<file path="src/rtl/snowv_pkg.sv">
// Shared types and constants for the SNOW-V stream controller.
//   state_e        : controller session states
//   KEY_W/IV_W/Z_W : key, IV and keystream word widths
//   R1_KXOR_*      : encodings of the core's R1 key-XOR select
package snowv_pkg;

  localparam int unsigned KEY_W = 256;
  localparam int unsigned IV_W  = 128;
  localparam int unsigned Z_W   = 128;

  localparam logic [1:0] R1_KXOR_NONE = 2'b00;
  localparam logic [1:0] R1_KXOR_LO   = 2'b01;  // R1 ^= key[127:0]
  localparam logic [1:0] R1_KXOR_HI   = 2'b10;  // R1 ^= key[255:128]

  typedef enum logic [1:0] {
    StIdle,
    StLoad,
    StInit,
    StStream
  } state_e;

endpackage

</file>
<file path="src/rtl/snowv_ks_slot.sv">
// One-entry registered keystream output slot with valid/ready.
//   clk, rst_n  : clock, async active-low reset
//   en          : slot may capture a new word this cycle
//   more        : session still owes words
//   clear       : drop any held word (abort)
//   z           : core keystream for the current core state
//   ready       : consumer accepts
//   data, valid : registered output word and its valid
//   take        : capturing z this cycle; the core must step in the same cycle
module snowv_ks_slot
  import snowv_pkg::*;
(
  input  logic           clk,
  input  logic           rst_n,
  input  logic           en,
  input  logic           more,
  input  logic           clear,
  input  logic [Z_W-1:0] z,
  input  logic           ready,
  output logic [Z_W-1:0] data,
  output logic           valid,
  output logic           take
);

  logic [Z_W-1:0] data_q, data_d;
  logic           valid_q, valid_d;

  // Capture only when the slot is empty or being drained, so no word is lost.
  assign take = en & (~valid_q | ready) & more;

  always_comb begin
    valid_d = valid_q;
    data_d  = data_q;
    if (clear) begin
      valid_d = 1'b0;
    end else if (take) begin
      valid_d = 1'b1;
      data_d  = z;
    end else if (valid_q & ready) begin
      valid_d = 1'b0;
    end
  end

  always_ff @(posedge clk or negedge rst_n) begin
    if (!rst_n) begin
      valid_q <= 1'b0;
      data_q  <= '0;
    end else begin
      valid_q <= valid_d;
      data_q  <= data_d;
    end
  end

  assign data  = data_q;
  assign valid = valid_q;

endmodule

</file>
<file path="src/rtl/snowv_stream_ctrl.sv">
// Session sequencer for a SNOW-V core: accepts key/IV/block count, loads the
// core, runs INIT_ROUNDS initialisation steps, then streams keystream words
// with full backpressure, stepping the core only when a word is captured.
//   clk, rst_n                 : clock, async active-low reset
//   key_in, iv_in, nblk_in     : session offer (nblk 0 = unlimited)
//   kiv_valid, kiv_ready       : offer handshake (ready only when idle)
//   abort                      : synchronous session abort
//   core_key, core_iv          : latched key/IV to core
//   core_load, core_adv        : core load pulse, core step enable
//   core_init_mode, core_r1_kxor : init-step controls
//   core_z                     : core keystream for its current state
//   ks_data, ks_valid, ks_ready: keystream output
//   busy, done                 : not idle; last requested word accepted
module snowv_stream_ctrl
  import snowv_pkg::*;
#(
  parameter int unsigned INIT_ROUNDS = 16,
  parameter int unsigned CNT_W       = 32
) (
  input  logic             clk,
  input  logic             rst_n,
  input  logic [KEY_W-1:0] key_in,
  input  logic [IV_W-1:0]  iv_in,
  input  logic [CNT_W-1:0] nblk_in,
  input  logic             kiv_valid,
  output logic             kiv_ready,
  input  logic             abort,
  output logic [KEY_W-1:0] core_key,
  output logic [IV_W-1:0]  core_iv,
  output logic             core_load,
  output logic             core_adv,
  output logic             core_init_mode,
  output logic [1:0]       core_r1_kxor,
  input  logic [Z_W-1:0]   core_z,
  output logic [Z_W-1:0]   ks_data,
  output logic             ks_valid,
  input  logic             ks_ready,
  output logic             busy,
  output logic             done
);

  localparam int unsigned RndW = (INIT_ROUNDS > 1) ? $clog2(INIT_ROUNDS) : 1;

  state_e           state_q, state_d;
  logic [KEY_W-1:0] key_q, key_d;
  logic [IV_W-1:0]  iv_q, iv_d;
  logic [CNT_W-1:0] nblk_q, nblk_d;
  logic [CNT_W-1:0] issued_q, issued_d;
  logic [RndW-1:0]  round_q, round_d;

  logic more, take, slot_en, slot_clear;

  // nblk 0 streams forever; issued wraps harmlessly in that mode.
  assign more       = (nblk_q == '0) | (issued_q < nblk_q);
  assign slot_en    = (state_q == StStream) & ~abort;
  assign slot_clear = (state_q != StIdle) & abort;

  snowv_ks_slot u_slot (
    .clk   (clk),
    .rst_n (rst_n),
    .en    (slot_en),
    .more  (more),
    .clear (slot_clear),
    .z     (core_z),
    .ready (ks_ready),
    .data  (ks_data),
    .valid (ks_valid),
    .take  (take)
  );

  always_comb begin
    state_d        = state_q;
    key_d          = key_q;
    iv_d           = iv_q;
    nblk_d         = nblk_q;
    issued_d       = issued_q;
    round_d        = round_q;
    kiv_ready      = 1'b0;
    core_load      = 1'b0;
    core_adv       = 1'b0;
    core_init_mode = 1'b0;
    core_r1_kxor   = R1_KXOR_NONE;
    done           = 1'b0;

    unique case (state_q)
      StIdle: begin
        kiv_ready = 1'b1;
        if (kiv_valid) begin
          key_d    = key_in;
          iv_d     = iv_in;
          nblk_d   = nblk_in;
          issued_d = '0;
          state_d  = StLoad;
        end
      end
      StLoad: begin
        if (abort) begin
          state_d = StIdle;
        end else begin
          core_load = 1'b1;
          round_d   = '0;
          state_d   = StInit;
        end
      end
      StInit: begin
        if (abort) begin
          state_d = StIdle;
        end else begin
          core_adv       = 1'b1;
          core_init_mode = 1'b1;
          if (round_q == RndW'(INIT_ROUNDS - 2)) core_r1_kxor = R1_KXOR_LO;
          if (round_q == RndW'(INIT_ROUNDS - 1)) core_r1_kxor = R1_KXOR_HI;
          round_d = round_q + RndW'(1);
          if (round_q == RndW'(INIT_ROUNDS - 1)) state_d = StStream;
        end
      end
      StStream: begin
        if (abort) begin
          state_d = StIdle;
        end else begin
          core_adv = take;
          if (take) issued_d = issued_q + CNT_W'(1);
          // Once issued reaches nblk the slot holds the final word.
          if ((nblk_q != '0) && (issued_q == nblk_q) && ks_valid && ks_ready) begin
            done    = 1'b1;
            state_d = StIdle;
          end
        end
      end
      default: state_d = StIdle;
    endcase
  end

  always_ff @(posedge clk or negedge rst_n) begin
    if (!rst_n) begin
      state_q  <= StIdle;
      key_q    <= '0;
      iv_q     <= '0;
      nblk_q   <= '0;
      issued_q <= '0;
      round_q  <= '0;
    end else begin
      state_q  <= state_d;
      key_q    <= key_d;
      iv_q     <= iv_d;
      nblk_q   <= nblk_d;
      issued_q <= issued_d;
      round_q  <= round_d;
    end
  end

  assign core_key = key_q;
  assign core_iv  = iv_q;
  assign busy     = (state_q != StIdle);

endmodule

</file>
<file path="config.mk">
export PLATFORM = sky130hd
export DESIGN_NAME = snowv_stream_ctrl
export DESIGN_NICKNAME = d
export VERILOG_FILES = /design/src/rtl/snowv_pkg.sv /design/src/rtl/snowv_ks_slot.sv /design/src/rtl/snowv_stream_ctrl.sv
export SDC_FILE = /design/constraint.sdc
export NUM_CORES = 1
export LEC_CHECK = 0
export BUFFER_PORTS_ARGS = -buffer_cell sky130_fd_sc_hd__buf_4
export CAP_MARGIN = 20
export CORE_AREA = 2 2 419 421
export CTS_CLUSTER_DIAMETER = 200
export DETAILED_ROUTE_END_ITERATION = 10
export DIE_AREA = 0 0 421 423
export GPL_TIMING_DRIVEN = 0
export PLACE_DENSITY = 0.33
export RECOVER_POWER = 100
export SLEW_MARGIN = 30
export SYNTH_ARGS = -nofsm -noshare
export SYNTH_HDL_FRONTEND = slang
export SYNTH_SLANG_ARGS = --single-unit
</file>
<file path="constraint.sdc">
create_clock -name clk -period 7.9 [get_ports clk]
set_input_delay 1.185 -clock clk [delete_from_list [all_inputs] [get_ports clk]]
set_output_delay 1.185 -clock clk [all_outputs]
set_load 0.1 [all_outputs]
</file>
==> impl_metrics.json <==
{
  "cp-start-kind": "register",
  "timing.critical_path.depth": 9,
  "final_wl_um": 132000,
  "ctsHtreeMaxLevel": 3,
  "critical_path.cell_chain": "nor4_1 > nand4_1 > nor2_1 > a311o_1 > nand4_1 > clkbuf_1 > clkbuf_1 > o21ai_0 > clkbuf_1",
  "drcViolationCount": 0,
  "maxClockFrequency_mhz": 164,
  "clk_pin_slew_worst_paths_ps": 60,
  "area.growth.synth_to_final_pct": 51.4,
  "ctsRootBufferMaster": "clkbuf_16",
  "finalSetupTns_ps": 0,
  "yosys_warnings": 0,
  "gp_congestion": 0.932,
  "mostFrequentLayoutCells": "nand2_1 (1609), clkbuf_1 (657), dfrtp_1 (583), buf_4 (547), clkbuf_16 (84)",
  "nets": 4410,
  "number_of_antenna_violations_at_the_first_check_in_global_routing": 19,
  "clock_period_minus_final_worst_setup_slack_ps": 6110,
  "fin_worst_skew_ps": 24.4,
  "chipHeight_um": 423,
  "unique_masters_post_synth": 49,
  "cts_setup_buffers": 0,
  "total_power_mw": 17.3,
  "ys_seq_elements": 583,
  "critPathRequiredTime_ps": 6710,
  "grtUsageTotal_pct": 14.5,
  "use_met1_pct": 17.7,
  "grt_overflow": 0,
  "startpoint": "nblk_q[19]",
  "final-max-slew-violation-count": 60,
  "power.leakage_nw": 17.7,
  "min_path_type": "register to register",
  "antenna_violating_nets_post_route": 0,
  "grt_pass1_vias": 22575,
  "timing.critical_path.slowest_stage_cell": "clkbuf_1",
  "synth_seq_area_share_pct": 62.3,
  "numClockSinks": 583,
  "timing.critical_path.fanout_max": 10,
  "cap_violations": 9,
  "worstSetupPathType": "register to primary output",
  "boundaryPins": 1070,
  "worst_r2r_startpoint": "nblk_q[19]",
  "place.port_buffers": 1069,
  "groute.layer.met3.usage_pct": 4.83,
  "die-area_um2": 178000,
  "cts_hold_buf": 0,
  "clock_tree_from_tritoncts": "done",
  "max_slew.worst_pin.slew_ps": 4140,
  "instances_no_fill": 6229,
  "critPathCaptureType": "primary output",
  "drt_iter0_markers": 1367,
  "synth_edf_count": 0,
  "dr_total_vias": 22176,
  "max_stage_delay_ps": 960,
  "critical_path_buf_inv_count": 3,
  "global_route.usage.met2_pct": 24.0,
  "finalSetupViolCount": 0,
  "maximum_number_of_pins_on_one_net_before_global_route_repair": 97,
  "fillers": 19783,
  "routed_wire_length_per_instance_um": 21.2,
  "worstSetupEndpoint": "core_adv",
  "violations": "capacitance limit, slew limit",
  "run_status": "complete, but fails checks",
  "hpwl_um": 105000,
  "ctsLongestPathBuffers": 3,
  "placement_rows": 153,
  "r2r_end": "u_slot.data[88]",
  "peakVddDrop_mv": 0.163,
  "globalRoute.busiestLayer": "met2",
  "synth_nets": 3248,
  "share_of_the_core_filled_with_cells_in_the_final_layout_pct": 20.5,
  "syn-instance-count": 2664,
  "path_common_cell": "clkbuf_1",
  "postSynthAreaPerCell_um2": 8.79,
  "regToRegSetupSlack_ps": 3610,
  "cts.repair.resized": 0,
  "rsz0062_at_grt": "false",
  "place_inst": 6066,
  "placeable_area_um2": 173000,
  "drtPass1Iterations": 5,
  "synth_flop_cell": "dfrtp_1",
  "critPathTopFamily": "buffers and inverters",
  "arrival_ps": 4930,
  "clkLatencyLatePin_ps": 700,
  "power-per-cell-area_nw_per_um2": 487,
  "synth_async_sr_flop_share_pct": 100,
  "final_min_period_over_clock_period_pct": 77.4,
  "mostFrequentLayoutCell": "nand2_1",
  "start_util_pct": 13.5,
  "dieWidth_um": 421,
  "synth_area_um2": 23400,
  "route.detailed.vias_per_inst": 3.56,
  "global_route_wire_length_before_repair_um": 184000,
  "final_hold_viol_count": 0,
  "slew_headroom_pct": -176,
  "share_of_post_route_cells_with_drive_strength_above_1_pct": 18.3,
  "timing.reg2reg.worst_path_depth": 10,
  "cts_buffers": 83
}
==> metrics by stage <==
step / hold WS [ps] / cell area [um2] / setup WS [ps]
6_report: 469 / 35500 / 1790
5_1_grt: 487 / 35400 / 1420
4_1_cts: 329 / 37500 / 2620
3_5_place_dp: 463 / 34600 / 3170
3_3_place_gp: 460 / 34400 / -2540
2_1_floorplan: 465 / 23400 / 1380
==> per-layer routing <==
| metal | up-vias | routed length (um) |
|---|---|---|
| met5 | - | 41 |
| met4 | 6 | 3710 |
| met3 | 142 | 9780 |
| met2 | 754 | 63900 |
| met1 | 10602 | 54800 |
| li1 | 10672 | - |
==> registers in the layout, summed over array words and instances, names as in the netlist <==
| register | count |
|---|---|
| core_key | 256 |
| core_iv | 128 |
| u_slot.data | 128 |
| issued_q | 32 |
| nblk_q | 32 |
| round_q | 4 |
| state_q | 2 |
| u_slot.valid | 1 |
==> how the worst min path moves through the flow <==
stage,to,depth (start not counted),from
detailed placement,core_key[230],2,core_key[230]
floorplan,issued_q[31],1,issued_q[31]
CTS,u_slot.data[9],1,rst_n
finish,core_iv[121],2,core_iv[121]
global route,core_key[39],2,core_key[39]
global placement,core_iv[73],2,core_iv[73]
==> logic make-up after synthesis <==
group           count (synthesis)  synth area share, %
compound gates                133                 3.48
fa+ha+maj                      35                 1.87
buf+inv                       179                 3.45
flops                         583                 62.3
mux                             3                0.128
simple gates                 1731                 28.8
==> worst min-delay path, stage by stage, from the launching register on <==
cell and delay [ps]:
dfrtp_1 340, nand2_1 50, nand2_1 50
==> power by group <==
| part | total [mW] | internal [mW] | switching (mW) |
|---|---|---|---|
| Sequential | 4.40 | 3.86 | 0.532 |
| Combinational | 8.77 | 0.920 | 7.85 |
| Clock | 4.10 | 2.50 | 1.60 |
==> Yosys cell counts, types with 10 or more instances <==
| cell | n | area share (%) |
|---|---|---|
| buf_6 | 14 | 0.67 |
| nor2_1 | 23 | 0.37 |
| nand4_1 | 12 | 0.32 |
| inv_1 | 42 | 0.67 |
| nand3_1 | 19 | 0.41 |
| buf_2 | 18 | 0.38 |
| ha_1 | 35 | 1.9 |
| nor3_1 | 17 | 0.36 |
| nor4_1 | 13 | 0.35 |
| nand2_1 | 1609 | 26 |
| dfrtp_1 | 583 | 62 |
| a31oi_1 | 10 | 0.27 |
| a21oi_1 | 29 | 0.62 |
| clkbuf_1 | 100 | 1.6 |
| o21ai_0 | 44 | 0.94 |
==> layout make-up <==
cell class / count / area [um2] / share of cell area (%)
sequential: 583 / 14600 / 41.1
multi-input combinational: 1902 / 8010 / 22.6
timing repair buffer: 1077 / 6280 / 17.7
tap: 2325 / 2910 / 8.21
clock buffer: 116 / 2420 / 6.83
buffer: 137 / 536 / 1.51
clock inverter: 38 / 523 / 1.48
inverter: 42 / 158 / 0.445
antenna: 9 / 22.5 / 0.0635
Note: power is estimated with default switching activity, not from simulation.
